$ cat src/rtl/bram_rd_pkg.sv
// Shared definitions for the BRAM stream reader: FSM encoding and word sizing.
package bram_rd_pkg;

    typedef enum logic [1:0] {
        ST_IDLE  = 2'd0,
        ST_RUN   = 2'd1,
        ST_DRAIN = 2'd2
    } state_t;

    localparam int DEFAULT_DATA_BW = 32;

    // Byte stride between consecutive words for a given word width.
    function automatic int bytes_per_word(input int data_bw);
        return data_bw / 8;
    endfunction

    localparam int BYTES_PER_WORD = bytes_per_word(DEFAULT_DATA_BW);

endpackage

$ cat src/rtl/bram_rd_skid.sv
// Two-entry FIFO between the memory read port and the stream output.
// Supports a push and a pop in the same cycle; head is held stable until popped.
module bram_rd_skid #(
    parameter int W = 32
) (
    input  logic         clk,
    input  logic         rst_n,
    input  logic         i_push,
    input  logic [W-1:0] i_push_data,
    input  logic         i_pop,
    output logic         o_valid,
    output logic [W-1:0] o_data,
    output logic [1:0]   o_count
);

    logic [W-1:0] r_mem [2];
    logic         r_wr_ptr;
    logic         r_rd_ptr;
    logic [1:0]   r_count;
    logic         w_pop;

    assign o_valid = (r_count != 2'd0);
    assign o_data  = r_mem[r_rd_ptr];
    assign o_count = r_count;
    assign w_pop   = i_pop && o_valid;

    always_ff @(posedge clk) begin
        if (i_push) begin
            r_mem[r_wr_ptr] <= i_push_data;
        end
    end

    always_ff @(posedge clk) begin
        if (!rst_n) begin
            r_wr_ptr <= 1'b0;
            r_rd_ptr <= 1'b0;
            r_count  <= 2'd0;
        end else begin
            if (i_push) begin
                r_wr_ptr <= ~r_wr_ptr;
            end
            if (w_pop) begin
                r_rd_ptr <= ~r_rd_ptr;
            end
            case ({i_push, w_pop})
                2'b10:   r_count <= r_count + 2'd1;
                2'b01:   r_count <= r_count - 2'd1;
                default: r_count <= r_count;
            endcase
        end
    end

endmodule

$ cat src/rtl/bram_stream_reader.sv
// Reads i_len consecutive words from a 1-cycle-latency BRAM and streams them out.
// Optional BRAM_RD_TLAST_EN adds m_axis_tlast on the final beat.
module bram_stream_reader
    import bram_rd_pkg::*;
#(
    parameter int ADDR_BW = 10,
    parameter int DATA_BW = 32,
    parameter int LEN_BW  = 16
) (
    input  logic               clk,
    input  logic               rst_n,
    input  logic               i_start,
    input  logic [ADDR_BW-1:0] i_base_addr,
    input  logic [LEN_BW-1:0]  i_len,
    output logic               o_busy,
    output logic               o_done,
    output logic               o_r_en,
    output logic [ADDR_BW-1:0] o_r_addr,
    input  logic [DATA_BW-1:0] i_r_data,
    output logic               m_axis_tvalid,
    input  logic               m_axis_tready,
    output logic [DATA_BW-1:0] m_axis_tdata
`ifdef BRAM_RD_TLAST_EN
   ,output logic               m_axis_tlast
`endif
);

    localparam int STRIDE = bytes_per_word(DATA_BW);
`ifdef BRAM_RD_TLAST_EN
    localparam int FIFO_W = DATA_BW + 1;
`else
    localparam int FIFO_W = DATA_BW;
`endif

    state_t              r_state;
    state_t              w_next_state;
    logic [ADDR_BW-1:0]  r_addr;
    logic [LEN_BW-1:0]   r_rd_left;
    logic [LEN_BW-1:0]   r_beat_left;
    logic                r_inflight;
    logic                r_done;
    logic                w_r_en;
    logic                w_pop;
    logic                w_accept;
    logic [1:0]          w_count;
    logic [1:0]          w_occ;
    logic                w_valid;
    logic [FIFO_W-1:0]   w_push_data;
    logic [FIFO_W-1:0]   w_head;

`ifdef BRAM_RD_TLAST_EN
    logic                r_inflight_last;
    assign w_push_data  = {r_inflight_last, i_r_data};
    assign m_axis_tlast = w_valid && w_head[DATA_BW];
`else
    assign w_push_data  = i_r_data;
`endif

    assign w_pop         = w_valid && m_axis_tready;
    assign w_accept      = (r_state == ST_IDLE) && i_start && (i_len != '0);
    assign w_occ         = w_count + {1'b0, r_inflight};
    assign m_axis_tvalid = w_valid;
    assign m_axis_tdata  = w_head[DATA_BW-1:0];
    assign o_r_en        = w_r_en;
    assign o_r_addr      = r_addr;
    assign o_done        = r_done;

    always_ff @(posedge clk) begin
        if (!rst_n) begin
            r_state <= ST_IDLE;
        end else begin
            r_state <= w_next_state;
        end
    end

    always_comb begin
        w_next_state = r_state;
        case (r_state)
            ST_IDLE:  if (w_accept) w_next_state = ST_RUN;
            ST_RUN:   if (w_r_en && r_rd_left == LEN_BW'(1)) w_next_state = ST_DRAIN;
            ST_DRAIN: if (w_pop && r_beat_left == LEN_BW'(1)) w_next_state = ST_IDLE;
            default:  w_next_state = ST_IDLE;
        endcase
    end

    // A beat leaving this cycle frees its slot, which keeps reads flowing at one per cycle.
    always_comb begin
        o_busy = (r_state != ST_IDLE);
        w_r_en = (r_state == ST_RUN) && ((w_occ - {1'b0, w_pop}) < 2'd2);
    end

    always_ff @(posedge clk) begin
        if (!rst_n) begin
            r_addr      <= '0;
            r_rd_left   <= '0;
            r_beat_left <= '0;
            r_inflight  <= 1'b0;
            r_done      <= 1'b0;
        end else begin
            r_inflight <= w_r_en;
            r_done     <= ((r_state == ST_IDLE) && i_start && (i_len == '0)) ||
                          ((r_state == ST_DRAIN) && w_pop && (r_beat_left == LEN_BW'(1)));
            if (w_accept) begin
                r_addr      <= i_base_addr;
                r_rd_left   <= i_len;
                r_beat_left <= i_len;
            end else begin
                if (w_r_en) begin
                    r_addr    <= r_addr + ADDR_BW'(STRIDE);
                    r_rd_left <= r_rd_left - LEN_BW'(1);
                end
                if (w_pop) begin
                    r_beat_left <= r_beat_left - LEN_BW'(1);
                end
            end
        end
    end

`ifdef BRAM_RD_TLAST_EN
    always_ff @(posedge clk) begin
        if (!rst_n) begin
            r_inflight_last <= 1'b0;
        end else begin
            r_inflight_last <= w_r_en && (r_rd_left == LEN_BW'(1));
        end
    end
`endif

    bram_rd_skid #(
        .W (FIFO_W)
    ) u_skid (
        .clk         (clk),
        .rst_n       (rst_n),
        .i_push      (r_inflight),
        .i_push_data (w_push_data),
        .i_pop       (w_pop),
        .o_valid     (w_valid),
        .o_data      (w_head),
        .o_count     (w_count)
    );

endmodule

$ cat config.mk
export PLATFORM = sky130hd
export DESIGN_NAME = bram_stream_reader
export DESIGN_NICKNAME = d
export VERILOG_FILES = /design/src/rtl/bram_rd_pkg.sv /design/src/rtl/bram_rd_skid.sv /design/src/rtl/bram_stream_reader.sv
export SDC_FILE = /design/constraint.sdc
export NUM_CORES = 1
export LEC_CHECK = 0
export CAP_MARGIN = 20
export CORE_MARGIN = 3
export CORE_UTILIZATION = 60
export DETAILED_ROUTE_END_ITERATION = 7
export DONT_BUFFER_PORTS = 1
export PLACE_DENSITY = 0.72
export SLEW_MARGIN = 20
export SYNTH_ARGS = -nofsm -noshare
export SYNTH_HDL_FRONTEND = slang
export SYNTH_SLANG_ARGS = --single-unit
$ cat constraint.sdc
create_clock -name clk -period 3.94 [get_ports clk]
set_input_delay 0.394 -clock clk [delete_from_list [all_inputs] [get_ports clk]]
set_output_delay 0.394 -clock clk [all_outputs]
set_load 0.02 [all_outputs]
# Word level (Yosys, flattened, before mapping)
# Memory sizes are Yosys's and may differ from the RTL's. A register that Yosys moved wholly into a read port is not among the register bits.
# Cells that the tools add are included.
# classes
shifts	0
n_bitwise	2
n_eq_ne	9
reduce_logical	20
div_mod_pow	0
n_addsub	7
magnitude_cmp	1
mul	0
n_mux	15
# ops
cell	n
two-way mux 16 bit	4
== test 16 x 1 -> 1 bit (second input constant)	2
subtractor 16 x 1 -> 16 bit (second input constant)	2
two-way mux 10 bit	2
logical NOT 16 bit	1
nonzero test 16 bit	1
adder 10 x 3 -> 10 bit (second input constant)	1
logical AND 1 bit	10
nonzero test 2 bit	5
two-way mux 2 bit	3
!= test 2 bit (second input constant)	3
case mux 2 bit (3 select lines)	1
== test 2 x 1 -> 1 bit (second input constant)	2
== test 2 bit (second input constant)	2
two-way mux 1 bit	4
case mux 2 bit (2 select lines)	1
AND reduction 3 bit	1
adder 2 x 1 -> 2 bit	1
adder 2 x 1 -> 2 bit (second input constant)	1
logical NOT 2 bit	1
less-than comparator 2 bit (second input constant)	1
inverter 1 bit	2
subtractor 2 x 1 -> 2 bit	1
subtractor 2 x 1 -> 2 bit (second input constant)	1
logical OR 1 bit	1
# word_totals
latchBits	0
ram_bits	64
mem_count	1
mem_bits_ro	0
ff_bits	50
# memory_table
name	depth	word_bits	read_ports	rd_clocked_by_memory_dff	write_ports	line_no	rtl
u_skid.r_mem	2	32	1	1	1	bram_rd_skid.sv:16	logic [W-1:0] r_mem [2];

# Depth between registers and ports, before layout
# Gate-level depths: netlist of the first run.
# depth
depth_word	8
depth_mapped	9

# Cells and area by module
# A second synthesis of the first run with hierarchy kept.
# hier_totals
hier_cells	416
hier_area_um2	4953.5
# modules_own_cells
mod	instances	area_per_inst_um2	cells_per_inst	seq_area_each_um2
bram_rd_skid	1	2526.2	122	2021.9
bram_stream_reader	1	2427.3	294	920.9

# Least setup slack after synthesis of the first run
# No wires, ideal clock.
# synth_timing
path_kind	register to register
startpoint	reg u_skid.r_count[1] (netlist: u_skid.o_count[1])
endpoint	reg r_rd_left[9]
setup_slack_ps	1326
path_buffers	0
stages_incl_launch_ff	9
arrival_ps	2540
period_less_slack_ps	2614
setup_ps	74
required_ps	3866
path_cell_list	dfxtp_1 > o21ai_1 > inv_1 > ha_1 > nor2b_1 > xor2_1 > or3_1 > or3_1 > a31oi_1
# synth_via
elab_chain_cells	6
elab_cells_between_ends	7
# synth_lines
element	line_no	rtl
start, declared	bram_rd_skid.sv:19	logic [1:0] r_count;
start signal, assigned	bram_rd_skid.sv:46	2'b10: r_count <= r_count + 2'd1;
start signal, assigned	bram_rd_skid.sv:47	2'b01: r_count <= r_count - 2'd1;
start signal, assigned	bram_rd_skid.sv:48	default: r_count <= r_count;
parallel branches: the longest is 2 deep, another holds adder 2 x 1 -> 2 bit	n/a	
subtractor 2 x 1 -> 2 bit *	bram_stream_reader.sv:89	w_r_en = (r_state == ST_RUN) && ((w_occ - {1'b0, w_pop}) < 2'd2);
less-than comparator 2 bit *	bram_stream_reader.sv:89	
logical AND 1 bit *	bram_stream_reader.sv:89	
nonzero test 2 bit (no line) *	n/a	
end signal, assigned	bram_stream_reader.sv:105	r_rd_left <= i_len;
end signal, assigned	bram_stream_reader.sv:110	r_rd_left <= r_rd_left - LEN_BW'(1);
end, declared	bram_stream_reader.sv:38	logic [LEN_BW-1:0] r_rd_left;
# Mark *: on every way between the ends.
# A chain may end at the register's enable or synchronous reset.

# Final worst setup path of the first run
# layout_timing
startpoint	reg u_skid.r_count[1] (netlist: u_skid.o_count[1])
endpoint	out o_r_en
# layout_via
elab_chain_cells	5
elab_cells_between_ends	6
# layout_lines
element	line_no	rtl
parallel branches: the longest is 2 deep, another holds adder 2 x 1 -> 2 bit	n/a	
subtractor 2 x 1 -> 2 bit *	bram_stream_reader.sv:89	
less-than comparator 2 bit *	bram_stream_reader.sv:89	
logical AND 1 bit *	bram_stream_reader.sv:89	
end, declared	bram_stream_reader.sv:17	output logic o_r_en,
# Marks and branches as above.

==> qor.yml, run 1 <==
n_fill_cell: 537
ys_warn_count: 0
p_total_uw: 3780
critPathKind: "flop to primary output"
wire_per_inst_um: 19.0
maxCapViolations: 0
p_sw_uw: 1120
post-route-util: 0.758
synth_area_leaders: "edfxtp_1 (38%), dfxtp_1 (20%), mux2_2 (7.2%)"
layout_min_cycle_time_ps: 3430
syn_to_final_growth_pct: 19.7
core_um2: 7890
grtUsageMet3: 0.0847
numCtsBuffers: 17
num_vias: 3453
start_kind: "flop"
cts.sinks: 115
drv_slew: 0
crit_path_end_kind: "primary output"
cts_buffer_depth: 2
peakVddDrop_mv: 0.453
outcome: "finished, final reports clean"
rows: 32
internal_power_uw: 2660
rsz0062_at_grt: "no"
syn-num-nets: 493
post_cts_buffers: 0
finalCritPeriodShare: 0.871
vias_per_cell: 6.06
finClkSkew_ps: 6.79
hold_path.class: "input port to flop"
cts_tree: "done"
leakage_uw: 0.00205
p_per_area_nw_per_um2: 633
drcViolationCount: 0
crit_fanout: 14
synth_edf_count: 64
gp_congestion: 0.842
final_nets: 524
grt.busiest_layer: "met2"
dr.pass1.iters: 4
pwr-share-comb: 0.213
finalHoldViolCount: 0
grtUsageMet2: 0.385
diodes: 0
io_pins: 108
grt_pass1_wl_um: 17600
critPathRequiredTime_ps: 3550
synth-main-ff-cell: "edfxtp_1"
pwr-share-clk: 0.392
start_util: 0.633
synth_top_area_frac: 0.385
place_hpwl_um: 6800
grt_max_degree: 60
dieHeight_um: 97.2
root_buffer: "clkbuf_8"
ant_nets: 0
multiInputGateArea_um2: 1940
grt_overflow: 0
max_slew.worst_pin.slew_ps: 1010
clkLatencyLatePin_ps: 500
ys_seq_elements: 115
synthCells: 424
synth_area_um2: 4990
netlist.top_cell.by_area: "edfxtp_1"
synthDistinctLibCells: 52
dieArea_um2: 9460
synth.avg_cell_area_um2: 11.8
drive_above_1_share: 0.167
grt_pass1_vias: 3432
seq_area_um2: 2940
io_buffers: 0
cp_data_arrival_time_ps: 3040
antenna_found_initial: 0
track_usage: 0.234
use_met1: 0.286
reg2reg_slack_ps: 970
clkTransAtPathRegs_ps: 50
drt_iter0_drc: 222
setup_tns_ps: 0
whs_ps: 29.1
die_w_um: 97.2
ys_async_sr_fraction: 0
fmax_mhz: 291
synth-seq-area-share: 0.589
cts_max_level: 4
setup_violations: 0
drt_wl_total_um: 10800
swShare: 0.297
slew_headroom: 0.327
sequentialPowerShare: 0.395
[per-stage QoR]
step                std cells  cell area [um^2]  worst slack [ps]
finish                    570              5980               508
global route              570              5980               206
CTS                       570              5970               491
detailed placement        505              5060               981
global placement          505              5060              1070
floorplan                 424              4990              1330
[flip-flops by register name, summed over array words and instances (netlist names), 2 cells and up, named ones only]
signal and cells:
o_r_addr 10, r_beat_left 16, r_rd_left 16, r_state 2, u_skid.o_count 2, u_skid.r_mem 64
[layout by cell type, fill, tap and decap left out, types with 2 or more instances in the layout]
cell	count
a211oi_1	4
a21oi_1	25
a22oi_1	3
a2bb2oi_1	4
a31oi_1	11
and3_1	3
bufinv_16	3
clkbuf_1	2
clkbuf_16	16
clkinv_2	4
clkinv_4	3
clkinvlp_4	2
dfxtp_1	51
dlygate4sd3_1	33
edfxtp_1	64
ha_1	7
inv_1	11
mux2_2	32
nand2_1	18
nand3_1	19
nand4_1	11
nor2_1	19
nor2b_1	2
nor3_1	9
nor4_1	7
nor4_2	3
nor4b_1	2
o211ai_1	4
o21ai_0	24
o2bb2a_1	2
o311ai_0	6
or2_2	2
or3_1	11
or4_1	3
or4_4	2
xnor2_1	7
xor2_1	14
[layout make-up]
cell class | instances | share of cell area
sequential | 115 | 0.492
multi-input combinational | 275 | 0.325
clock inverter | 13 | 0.0268
inverter | 12 | 0.00753
clock buffer | 19 | 0.0705
timing repair buffer | 34 | 0.0565
tap | 102 | 0.0213
[worst paths after layout]
check,startpoint,to,cells after the start
setup / recovery,u_skid.o_count[1],o_r_en,7
hold reg to reg,r_rd_left[1],r_rd_left[1],2
hold / removal,i_len[6],r_beat_left[6],2
setup reg to reg,u_skid.o_count[1],r_rd_left[0],9
[per-layer routing]
layer	vias to the layer above	share of wire
li1	1672	-
met1	1656	0.40
met2	113	0.51
met3	12	0.069
met4	0	0.015
met5	-	0
[critical path: stages, from the launching register on]
cell	delay, ps
dfxtp_1	370
o21ai_1	470
inv_1	170
ha_1	320
nor2b_1	350
xnor2_4	210
nand2_1	350
inv_2	290
[synthesized netlist by cell type (all sizes together), types with 12 or more instances]
cell type / n
nor2: 20
mux2: 32
dfxtp: 51
nand3: 20
edfxtp: 64
nand2: 18
xor2: 15
inv: 12
o21ai: 25
a21oi: 25
clkbuf: 15
[cell families (layout without fill, tap and decap cells)]
logic type / Yosys count / in the layout / synth area share
AOI/OAI and AO/OA: 90 / 90 / 0.112
xor gates and xnor gates: 23 / 23 / 0.0456
adders and majority gates: 7 / 7 / 0.0175
buffers and inverters: 34 / 78 / 0.0258
DFF: 115 / 115 / 0.589
muxes: 33 / 33 / 0.0741
and+or+nand+nor: 122 / 122 / 0.136
[power by group through the flow]
stage                     clock network, uW  registers, uW  logic [uW]
after global placement                    0           1510         761
final                                  1480           1490         806
after CTS                              1510           1490         812
after floorplan                           0           1480         673
after global routing                   1560           1510         881
after detailed placement                  0           1510         769
[timing repair]
item | in CTS | in global routing
resized for setup | 0 | 0
hold buffers | 33 | 0
hold endpoints to repair | 65 | 0
No activity file was read; power rests on OpenSTA's default activity.
==> run 2, diff against run 1 <==
--- a/config.mk
+++ b/config.mk
@@ -10,6 +10,7 @@
 export CORE_UTILIZATION = 60
 export DETAILED_ROUTE_END_ITERATION = 7
 export DONT_BUFFER_PORTS = 1
+export HOLD_SLACK_MARGIN = 0.03
 export PLACE_DENSITY = 0.72
 export SLEW_MARGIN = 20
 export SYNTH_ARGS = -nofsm -noshare
==> qor.yml, run 2 (same netlist as run 1, synthesis figures left out) <==
grt_pass1_vias: 3444  # was 3432
drt_wl_total_um: 11000  # was 10800 um
fmax_mhz: 292  # was 291 MHz
pre_cts_slack_ps: 981  # unchanged
io_pins: 108  # unchanged
cts_max_level: 4  # unchanged
antenna_found_initial: 0  # unchanged
cts_resized: 0  # unchanged
syn_to_final_growth_pct: 20.3  # was 19.7%
n_fill_cell: 535  # was 537
whs_ps: 44.0  # was 29.1 ps
p_total_uw: 3800  # was 3780 uW
num_vias: 3505  # was 3453
core_um2: 7890  # unchanged
layout_commonest_cell: "edfxtp_1"  # unchanged
multiInputGateArea_um2: 1940  # unchanged
grt_overflow: 0  # unchanged
start_kind: "flop"  # unchanged
largest_reg_flops: 64  # unchanged
critPathKind: "flop to primary output"  # unchanged
grt_pass1_wl_um: 17800  # was 17600 um
dr.pass1.iters: 4  # unchanged
outcome: "finished, final reports clean"  # unchanged
r2r_start: "u_skid.o_count[1]"  # unchanged
startpoint: "u_skid.o_count[1]"  # unchanged
post_cts_buffers: 0  # unchanged
critPathRequiredTime_ps: 3550  # about the same
setup_violations: 0  # unchanged
root_buffer: "clkbuf_8"  # unchanged
ctsHoldBuffers: 36  # was 33
die_w_um: 97.2  # unchanged
diodes: 0  # unchanged
final_cell_mix: "edfxtp_1 (64), dfxtp_1 (51), dlygate4sd3_1 (36)"  # was edfxtp_1 (64), dfxtp_1 (51), dlygate4sd3_1 (33)
finClkSkew_ps: 8.70  # was 6.79 ps
grt_max_degree: 60  # unchanged
gp_congestion: 0.842  # unchanged
start_util: 0.633  # unchanged
dieHeight_um: 97.2  # unchanged
numCtsBuffers: 17  # unchanged
drcViolationCount: 0  # unchanged
setup_ws_ps: 510  # was 508 ps
hold_path.class: "input port to flop"  # unchanged
ant_nets: 0  # unchanged
leakage_uw: 0.00206  # was 0.00205 uW
dieArea_um2: 9460  # unchanged
vias_per_cell: 6.12  # was 6.06
drt_iter0_drc: 249  # was 222
slew_headroom: 0.317  # was 0.327
maxCapViolations: 0  # unchanged
cts_buffer_depth: 2  # unchanged
layout_min_cycle_time_ps: 3430  # about the same
track_usage: 0.238  # was 0.234
max_slew.worst_pin.slew_ps: 1020  # was 1010 ps
peakVddDrop_mv: 0.453  # about the same
finalCritPeriodShare: 0.871  # about the same
crit_path_end_kind: "primary output"  # unchanged
rows: 32  # unchanged
largestRegisters: "u_skid.r_mem: 64 flops, r_beat_left: 16 flops, r_rd_left: 16 flops"  # unchanged
crit_fanout: 14  # unchanged
seq_area_um2: 2940  # unchanged
cts_tree: "done"  # unchanged
io_buffers: 0  # unchanged
cp_data_arrival_time_ps: 3040  # about the same
finalHoldViolCount: 0  # unchanged
final_nets: 527  # was 524
wire_per_inst_um: 19.2  # was 19.0 um
drive_above_1_share: 0.166  # was 0.167
rsz0062_at_grt: "no"  # unchanged
p_per_area_nw_per_um2: 632  # was 633 nW/um^2
clkLatencyLatePin_ps: 510  # was 500 ps
cts.sinks: 115  # unchanged
drv_slew: 0  # unchanged
largest_register: "u_skid.r_mem"  # unchanged
setup_tns_ps: 0  # unchanged
hold_start: "rst_n"  # was i_len[6]
place_hpwl_um: 6800  # unchanged
clkTransAtPathRegs_ps: 60  # was 50 ps
[run 2: cell count changes in the layout (fill, tap and decap cells not counted), sizes merged]
cell         change
dlygate4sd3      +3
[run 2: power breakdown]
group / switching [uW] / internal [uW] / total, uW
logic: 494 / 315 / 809
registers: 108 / 1390 / 1490
clock network: 532 / 961 / 1490
total: 1130 / 2660 / 3800
[run 2: worst max-delay path, stage by stage, from the launching register on]
cell and delay, ps:
dfxtp_1 370, o21ai_1 470, inv_1 170, ha_1 320, nor2b_1 350, xnor2_4 210, nand2_1 340, inv_2 290
[run 2: metal layers]
layer | vias up | track usage | routed length (um)
li1 | 1680 | - | -
met1 | 1677 | 0.297 | 4430
met2 | 137 | 0.391 | 5560
met3 | 11 | 0.0804 | 863
met4 | 0 | 0.0799 | 143
met5 | - | 0 | 0
[run 2: through the flow]
step	instance area (um^2)	utilization	std cells
detailed placement	5060	0.641	505
finish	6010	0.762	573
global route	6010	0.762	573
global placement	5060	0.641	505
floorplan	4990	-	424
CTS	6000	0.761	573
[run 2: final timing paths]
| check | endpoint | slack, ps | cells after the start |
|---|---|---|---|
| worst max-delay path | o_r_en | 510 | 7 |
| worst min-delay path | o_r_addr[6] | 40 | 2 |
| worst max register to register | r_rd_left[0] | 970 | 9 |
| worst min register to register | r_rd_left[1] | 500 | 2 |
[run 2: cell type report]
cell class / count / area share
Tap cell: 102 / 0.0212
Inverter: 12 / 0.00750
Multi-Input combinational cell: 275 / 0.324
Sequential cell: 115 / 0.490
Timing Repair Buffer: 37 / 0.0612
Clock buffer: 19 / 0.0702
Clock inverter: 13 / 0.0267
